<file path="config.mk">
export PLATFORM = sky130hd
export DESIGN_NAME = net_demux_router
export DESIGN_NICKNAME = d
export VERILOG_FILES = /design/src/rtl/net_demux_router.sv
export SDC_FILE = /design/constraint.sdc
export NUM_CORES = 1
export LEC_CHECK = 0
export ABC_AREA = 1
export BUFFER_PORTS_ARGS = -buffer_cell sky130_fd_sc_hd__buf_2
export CORE_UTILIZATION = 33
export CTS_CLUSTER_SIZE = 28
export DETAILED_ROUTE_END_ITERATION = 10
export PLACE_DENSITY = 0.63
export SLEW_MARGIN = 30
export SYNTH_ARGS = -nofsm -noshare
export SYNTH_HDL_FRONTEND = slang
export SYNTH_SLANG_ARGS = --single-unit
</file>
<file path="constraint.sdc">
create_clock -name clk -period 2.13 [get_ports clk]
set_input_delay 0.3195 -clock clk [delete_from_list [all_inputs] [get_ports clk]]
set_output_delay 0.3195 -clock clk [all_outputs]
set_load 0.05 [all_outputs]
</file>
<file path="src/rtl/net_demux_router.sv">
`default_nettype none
// +--------------------------------------------------------------------------+
// | net_demux_router: registered 1-to-NUM_CH demux with per-channel buffers, |
// | broadcast, saturating delivery/drop statistics.          Rev 1.0         |
// +--------------------------------------------------------------------------+
module net_demux_router #(
    parameter int DATA_W = 4,
    parameter int NUM_CH = 4,
    parameter int SEL_W  = 2,
    parameter int CNT_W  = 8
) (
    input  logic                     clk,
    input  logic                     reset,
    input  logic                     enable,
    input  logic [DATA_W-1:0]        in_data,
    input  logic [SEL_W-1:0]         in_sel,
    input  logic                     in_bcast,
    input  logic                     in_valid,
    output logic                     in_ready,
    output logic [NUM_CH*DATA_W-1:0] out_data,
    output logic [NUM_CH-1:0]        out_valid,
    input  logic [NUM_CH-1:0]        out_ready,
    output logic [NUM_CH*CNT_W-1:0]  ch_count,
    output logic [CNT_W-1:0]         drop_count,
    output logic                     drop_pulse
);

    localparam int c_SEL_SPAN = 2 ** SEL_W;

    typedef enum logic [0:0] {
        ST_EMPTY = 1'b0,
        ST_FULL  = 1'b1
    } state_t;

    logic [NUM_CH-1:0]     w_space;
    logic [NUM_CH-1:0]     w_load;
    logic [c_SEL_SPAN-1:0] w_space_pad;
    logic                  w_in_range;
    logic                  w_accept;
    logic                  w_drop;

    logic [CNT_W-1:0]      r_drop_cnt;
    logic                  r_drop_pulse;

    assign w_in_range  = (32'(in_sel) < NUM_CH);
    // Zero-extended so any in_sel value indexes a real bit.
    assign w_space_pad = c_SEL_SPAN'(w_space);

    always_comb begin
        in_ready = 1'b0;
        if (enable) begin
            if (in_bcast) begin
                in_ready = &w_space;
            end else if (w_in_range) begin
                in_ready = w_space_pad[in_sel];
            end else begin
                in_ready = 1'b1;
            end
        end
    end

    assign w_accept = in_valid & in_ready;
    assign w_drop   = w_accept & ~in_bcast & ~w_in_range;

    generate
        for (genvar c = 0; c < NUM_CH; c++) begin : g_ch
            localparam logic [SEL_W-1:0] c_IDX = SEL_W'(c);

            state_t            r_state;
            logic [DATA_W-1:0] r_data;
            logic [CNT_W-1:0]  r_cnt;
            logic              w_drain;

            assign w_space[c] = (r_state == ST_EMPTY) | out_ready[c];
            assign w_load[c]  = w_accept & (in_bcast | (w_in_range & (in_sel == c_IDX)));
            assign w_drain    = (r_state == ST_FULL) & out_ready[c];

            // Buffer data is cleared on drain so an empty channel reads as zero.
            always_ff @(posedge clk or posedge reset) begin
                if (reset) begin
                    r_state <= ST_EMPTY;
                    r_data  <= '0;
                    r_cnt   <= '0;
                end else begin
                    case (r_state)
                        ST_EMPTY: begin
                            if (w_load[c]) begin
                                r_state <= ST_FULL;
                                r_data  <= in_data;
                            end
                        end
                        ST_FULL: begin
                            if (w_load[c]) begin
                                r_data <= in_data;
                            end else if (w_drain) begin
                                r_state <= ST_EMPTY;
                                r_data  <= '0;
                            end
                        end
                        default: begin
                            r_state <= ST_EMPTY;
                            r_data  <= '0;
                        end
                    endcase
                    if (w_drain && (r_cnt != {CNT_W{1'b1}})) begin
                        r_cnt <= r_cnt + 1'b1;
                    end
                end
            end

            assign out_valid[c]                   = (r_state == ST_FULL);
            assign out_data[c*DATA_W +: DATA_W]   = r_data;
            assign ch_count[c*CNT_W +: CNT_W]     = r_cnt;
        end
    endgenerate

    always_ff @(posedge clk or posedge reset) begin
        if (reset) begin
            r_drop_cnt   <= '0;
            r_drop_pulse <= 1'b0;
        end else begin
            r_drop_pulse <= w_drop;
            if (w_drop && (r_drop_cnt != {CNT_W{1'b1}})) begin
                r_drop_cnt <= r_drop_cnt + 1'b1;
            end
        end
    end

    assign drop_count = r_drop_cnt;
    assign drop_pulse = r_drop_pulse;

endmodule
`default_nettype wire

</file>
==> results by stage <==
Final layout:
- For this run, the post-layout net count is 401.
- The number of antenna diodes in the final layout is 0.
- The post-route netlist has 25.59% of its cells at a drive strength greater than 1.
- The signed area change from the synthesized netlist to the final layout is 18.33%.
- The final design utilization is 40.96%.
- The count of cells in the finished layout, fillers not included, comes to 485.

Placement:
- Counting tap cells, the placed design contains a total of 477 instances.
- The final weighted congestion in routability-driven placement is 0.8394.
- The detailed placer's ending HPWL is 4278 µm.
- The post-placement setup slack is 0.3975 ns.
- The count of buffers added on input and output ports is 67.

Worst setup path:
- In this design, the critical path's most frequently occurring cell is nand2_1.
- The data required time at the worst endpoint is 1.81 ns.
- The maximum fanout count along the critical path is 12.
- Traced cell by cell, the critical path runs through inv_1 -> nor2_1 -> nand2_1 -> nand2_1 -> nor2_4 -> buf_2.
- The stage delay of the slowest cell on the critical path is 0.41 ns.
- The critical path is of the flip-flop to primary output type.
- The worst setup path is launched from a flip-flop.
- Data arrives at the worst endpoint at 1.59 ns.
- On the critical path, the stage with the largest delay is an instance of dfrtp_1.
- STA classifies the critical path endpoint as a primary output.
- The count of buffering cells on the critical path with inverters included is 2.
- The cell class contributing the biggest share of worst-path delay is simple AND/OR/NAND/NOR gates.

CTS:
- The hold buffer count at CTS is 0.
- After clock tree synthesis, the setup repair step added 0 buffers.
- The post-cts gate resize count is 0.
- The H-tree was split into 2 levels.
- The clock drives 52 sinks.
- The CTS buffer count is 5.
- TritonCTS built the clock tree.
- Clock tree synthesis selected as its root buffer the cell clkbuf_8.
- After clock tree synthesis, the clock-pin slew on the worst setup and hold paths is 0.11 ns.
- No sink is reached through more buffers than the 2 on the longest clock path.
- The clock reaches the later pin of the worst-skew pair after 0.31 ns.

GRT:
- The number of antenna violations at the first check in global routing is 0.
- Entering global routing, the biggest net connects 53 pins.
- The first global-routing pass estimated 9466 µm of wire.
- The overall track demand over capacity in global routing is 13.79%.
- The residual overflow from global routing is 0.
- The via count of the first global-routing pass is 2012.

Route:
- The total routed wire length on the met1 layer is 2725 µm.
- The topmost layer with routed signal wires is met4.
- Detailed routing placed a total of 2647 µm of wire on met2.
- The via count of the routed design is 2204.
- The total length of routed met3 wires is 296 µm.
- The count of nets left with antenna violations once routing finished came out at 0.
- In the routed design, unresolved DRC markers number 0.
- The final layout contains routed wiring with a total length of 5738 µm.
- For this block, the initial DRC count from the detailed router was 103.
- The detailed-routing iteration count for the pre-antenna-repair pass is 4.
- After detailed routing, the number of vias per cell comes to 4.544.
- After detailed routing, the average wire length per cell comes to 11.83 µm.

Synthesis:
- The post-synthesis instance area is 0.002716 mm².
- The sequential share of the synthesized area is 47.90%.
- The synthesized netlist contains 28 unique library cells.
- Synthesis produced 315 cells.
- After synthesis the netlist holds a flip-flop and latch count of 52.
- The count of synthesis-stage warnings from yosys is 0.
- The mean cell area of the mapped netlist is 8.623 µm².

Power and ir drop:
- The internal power of the cells totals 2.001 mW.
- Of the total power, the clock network draws 15.0%.
- Net switching is 52.17% of the power.
- The sequential fraction of design power is 37.4%.
- The combinational power share is 47.6%.
- The post-layout total power is 4.184 mW.
- In this run the power spent charging and discharging nets is 2.183 mW.
- The worst supply voltage drop on vdd is 0.6899 mV.
- In this run the power density over the cells is 1302 mW/mm².
- Summed over all cells, the static leakage comes to 1.712 nW.

Timing:
- The final number of setup-violating endpoints is 0.
- The setup slack of the critical path after layout is 0.2236 ns.
- The worst path uses 89.50% of the clock period.
- Setup repair after global routing left no endpoint under its margin.
- The hold violation total from the final report came to 0.
- The fmax is 524.6 MHz.
- The setup TNS is 0 ns.
- The clock skew is 0.01206 ns.
- The post-layout minimum cycle time is 1.906 ns.
- The number of pins exceeding their max-slew limit in the final report is 0.

Min path:
- The worst min-delay path category is input pin to async pin.

Die:
- In this run the core area contains 32 standard-cell rows.
- The floorplan step defined a die boundary enclosing 0.008598 mm².
- The die width is 92.73 µm.
- The count of boundary I/O pins is 77.
- The die height is 92.73 µm.
- The core region is 0.007848 mm².
- For this configuration, the core starts out at a cell density of 34.61%.

Run:
- Across the run, the number of max-cap violations was 0.

Outcome:
- The run finished with clean final reports.
[tightest hold or removal path, stage by stage]
cell and delay, ns:
buf_2 0.10, inv_2 0.06, buf_12 0.25
[through the flow]
step           area [µm²]  hold WS [ns]
3_5_place_dp         3114        0.3943
6_report             3214       0.02932
2_1_floorplan        2746        0.4001
3_3_place_gp         3114        0.3951
5_1_grt              3214       0.06336
4_1_cts              3214       0.04100
[power by group through the flow]
stage               clock network (mW)  registers [mW]  logic (mW)
finish                           0.627            1.57        1.99
global placement                     0            1.58        1.98
CTS                              0.663            1.57        2.01
detailed placement                   0            1.58        2.00
floorplan                            0            2.50       0.634
global route                     0.688            1.62        2.13
[metal layers]
| layer | vias to the layer above | track usage (%) |
|---|---|---|
| met5 | - | 0 |
| met4 | 0 | 3.846 |
| met3 | 6 | 2.463 |
| met2 | 55 | 22.22 |
| met1 | 1015 | 18.98 |
| li1 | 1128 | - |
[synth_stat cells]
cell / n / share of area, %
a21oi_1: 1 / 0.18
a21oi_2: 1 / 0.32
buf_2: 2 / 0.37
buf_4: 14 / 3.9
buf_6: 1 / 0.41
clkbuf_1: 1 / 0.14
clkinv_1: 1 / 0.14
conb_1: 1 / 0.14
dfrtp_1: 52 / 48
ha_1: 4 / 1.8
inv_1: 22 / 3.0
inv_2: 8 / 1.1
nand2_1: 92 / 13
nand2_2: 3 / 0.69
nand2_4: 1 / 0.41
nand3_1: 28 / 5.2
nand3_2: 1 / 0.37
nand3_4: 3 / 1.9
nand4_1: 22 / 5.1
nor2_1: 13 / 1.8
nor2_4: 1 / 0.41
nor3_1: 2 / 0.37
o21ai_0: 3 / 0.55
o21ai_1: 8 / 1.5
o21ai_2: 1 / 0.32
or2_1: 1 / 0.23
xnor2_1: 13 / 4.2
xor2_1: 15 / 4.8
[registers in the layout (all words and copies together) (netlist names)]
register	count
g_ch.r_cnt	32
g_ch.r_data	16
g_ch.r_state	4
[worst paths after layout]
check / to / cells after the start / slack [ns] / startpoint
setup / recovery: in_ready / 6 / 0.22 / g_ch[1].r_state$_DFF_PP0_
hold / removal: g_ch[2].r_cnt[1]$_DFFE_PP0P_ / 3 / 0.03 / reset
setup reg to reg: g_ch[0].r_cnt[2]$_DFFE_PP0P_ / 6 / 0.48 / g_ch[0].r_cnt[0]$_DFFE_PP0P_
hold reg to reg: g_ch[1].r_data[3]$_DFFE_PP0P_ / 2 / 0.50 / g_ch[1].r_data[3]$_DFFE_PP0P_
max in group asynchronous: g_ch[1].r_data[0]$_DFFE_PP0P_ / 3 / 1.84 / reset
min in group clk: g_ch[1].r_state$_DFF_PP0_ / 2 / 0.19 / out_ready[1]
[layout make-up]
| type | count | area, µm² |
|---|---|---|
| multi-input cells | 222 | 1199 |
| flip-flops and latches | 52 | 1301 |
| fillers | 812 | 4633 |
| well taps | 102 | 127.6 |
| clock inverters | 2 | 17.52 |
| inverters | 31 | 116.4 |
| repair buffers | 70 | 370.4 |
| clock buffers | 6 | 82.58 |
[logic make-up (layout without fill, tap and decap cells)]
kind of cell	after synthesis	in the layout	synth area share, %
xor+xnor	28	28	9.028
flops	52	52	47.90
simple gates	167	167	29.16
fa+ha+maj	4	4	1.843
buf+inv	49	109	9.074
other cells	1	9	0.1381
compound gates	14	14	2.856
[layout by cell type (no fill, tap or decap), drive strengths merged]
cell type,netlist,layout
nand2,96,96
xnor2,13,13
or2,1,1
clkbuf,1,6
ha,4,4
xor2,15,15
a21oi,2,2
o21ai,12,12
clkinv,1,1
nor3,2,2
nor2,14,14
dfrtp,52,52
buf,17,70
nand3,32,32
conb,1,9
nand4,22,22
inv,30,32
Power figures use the tool's default switching activity.
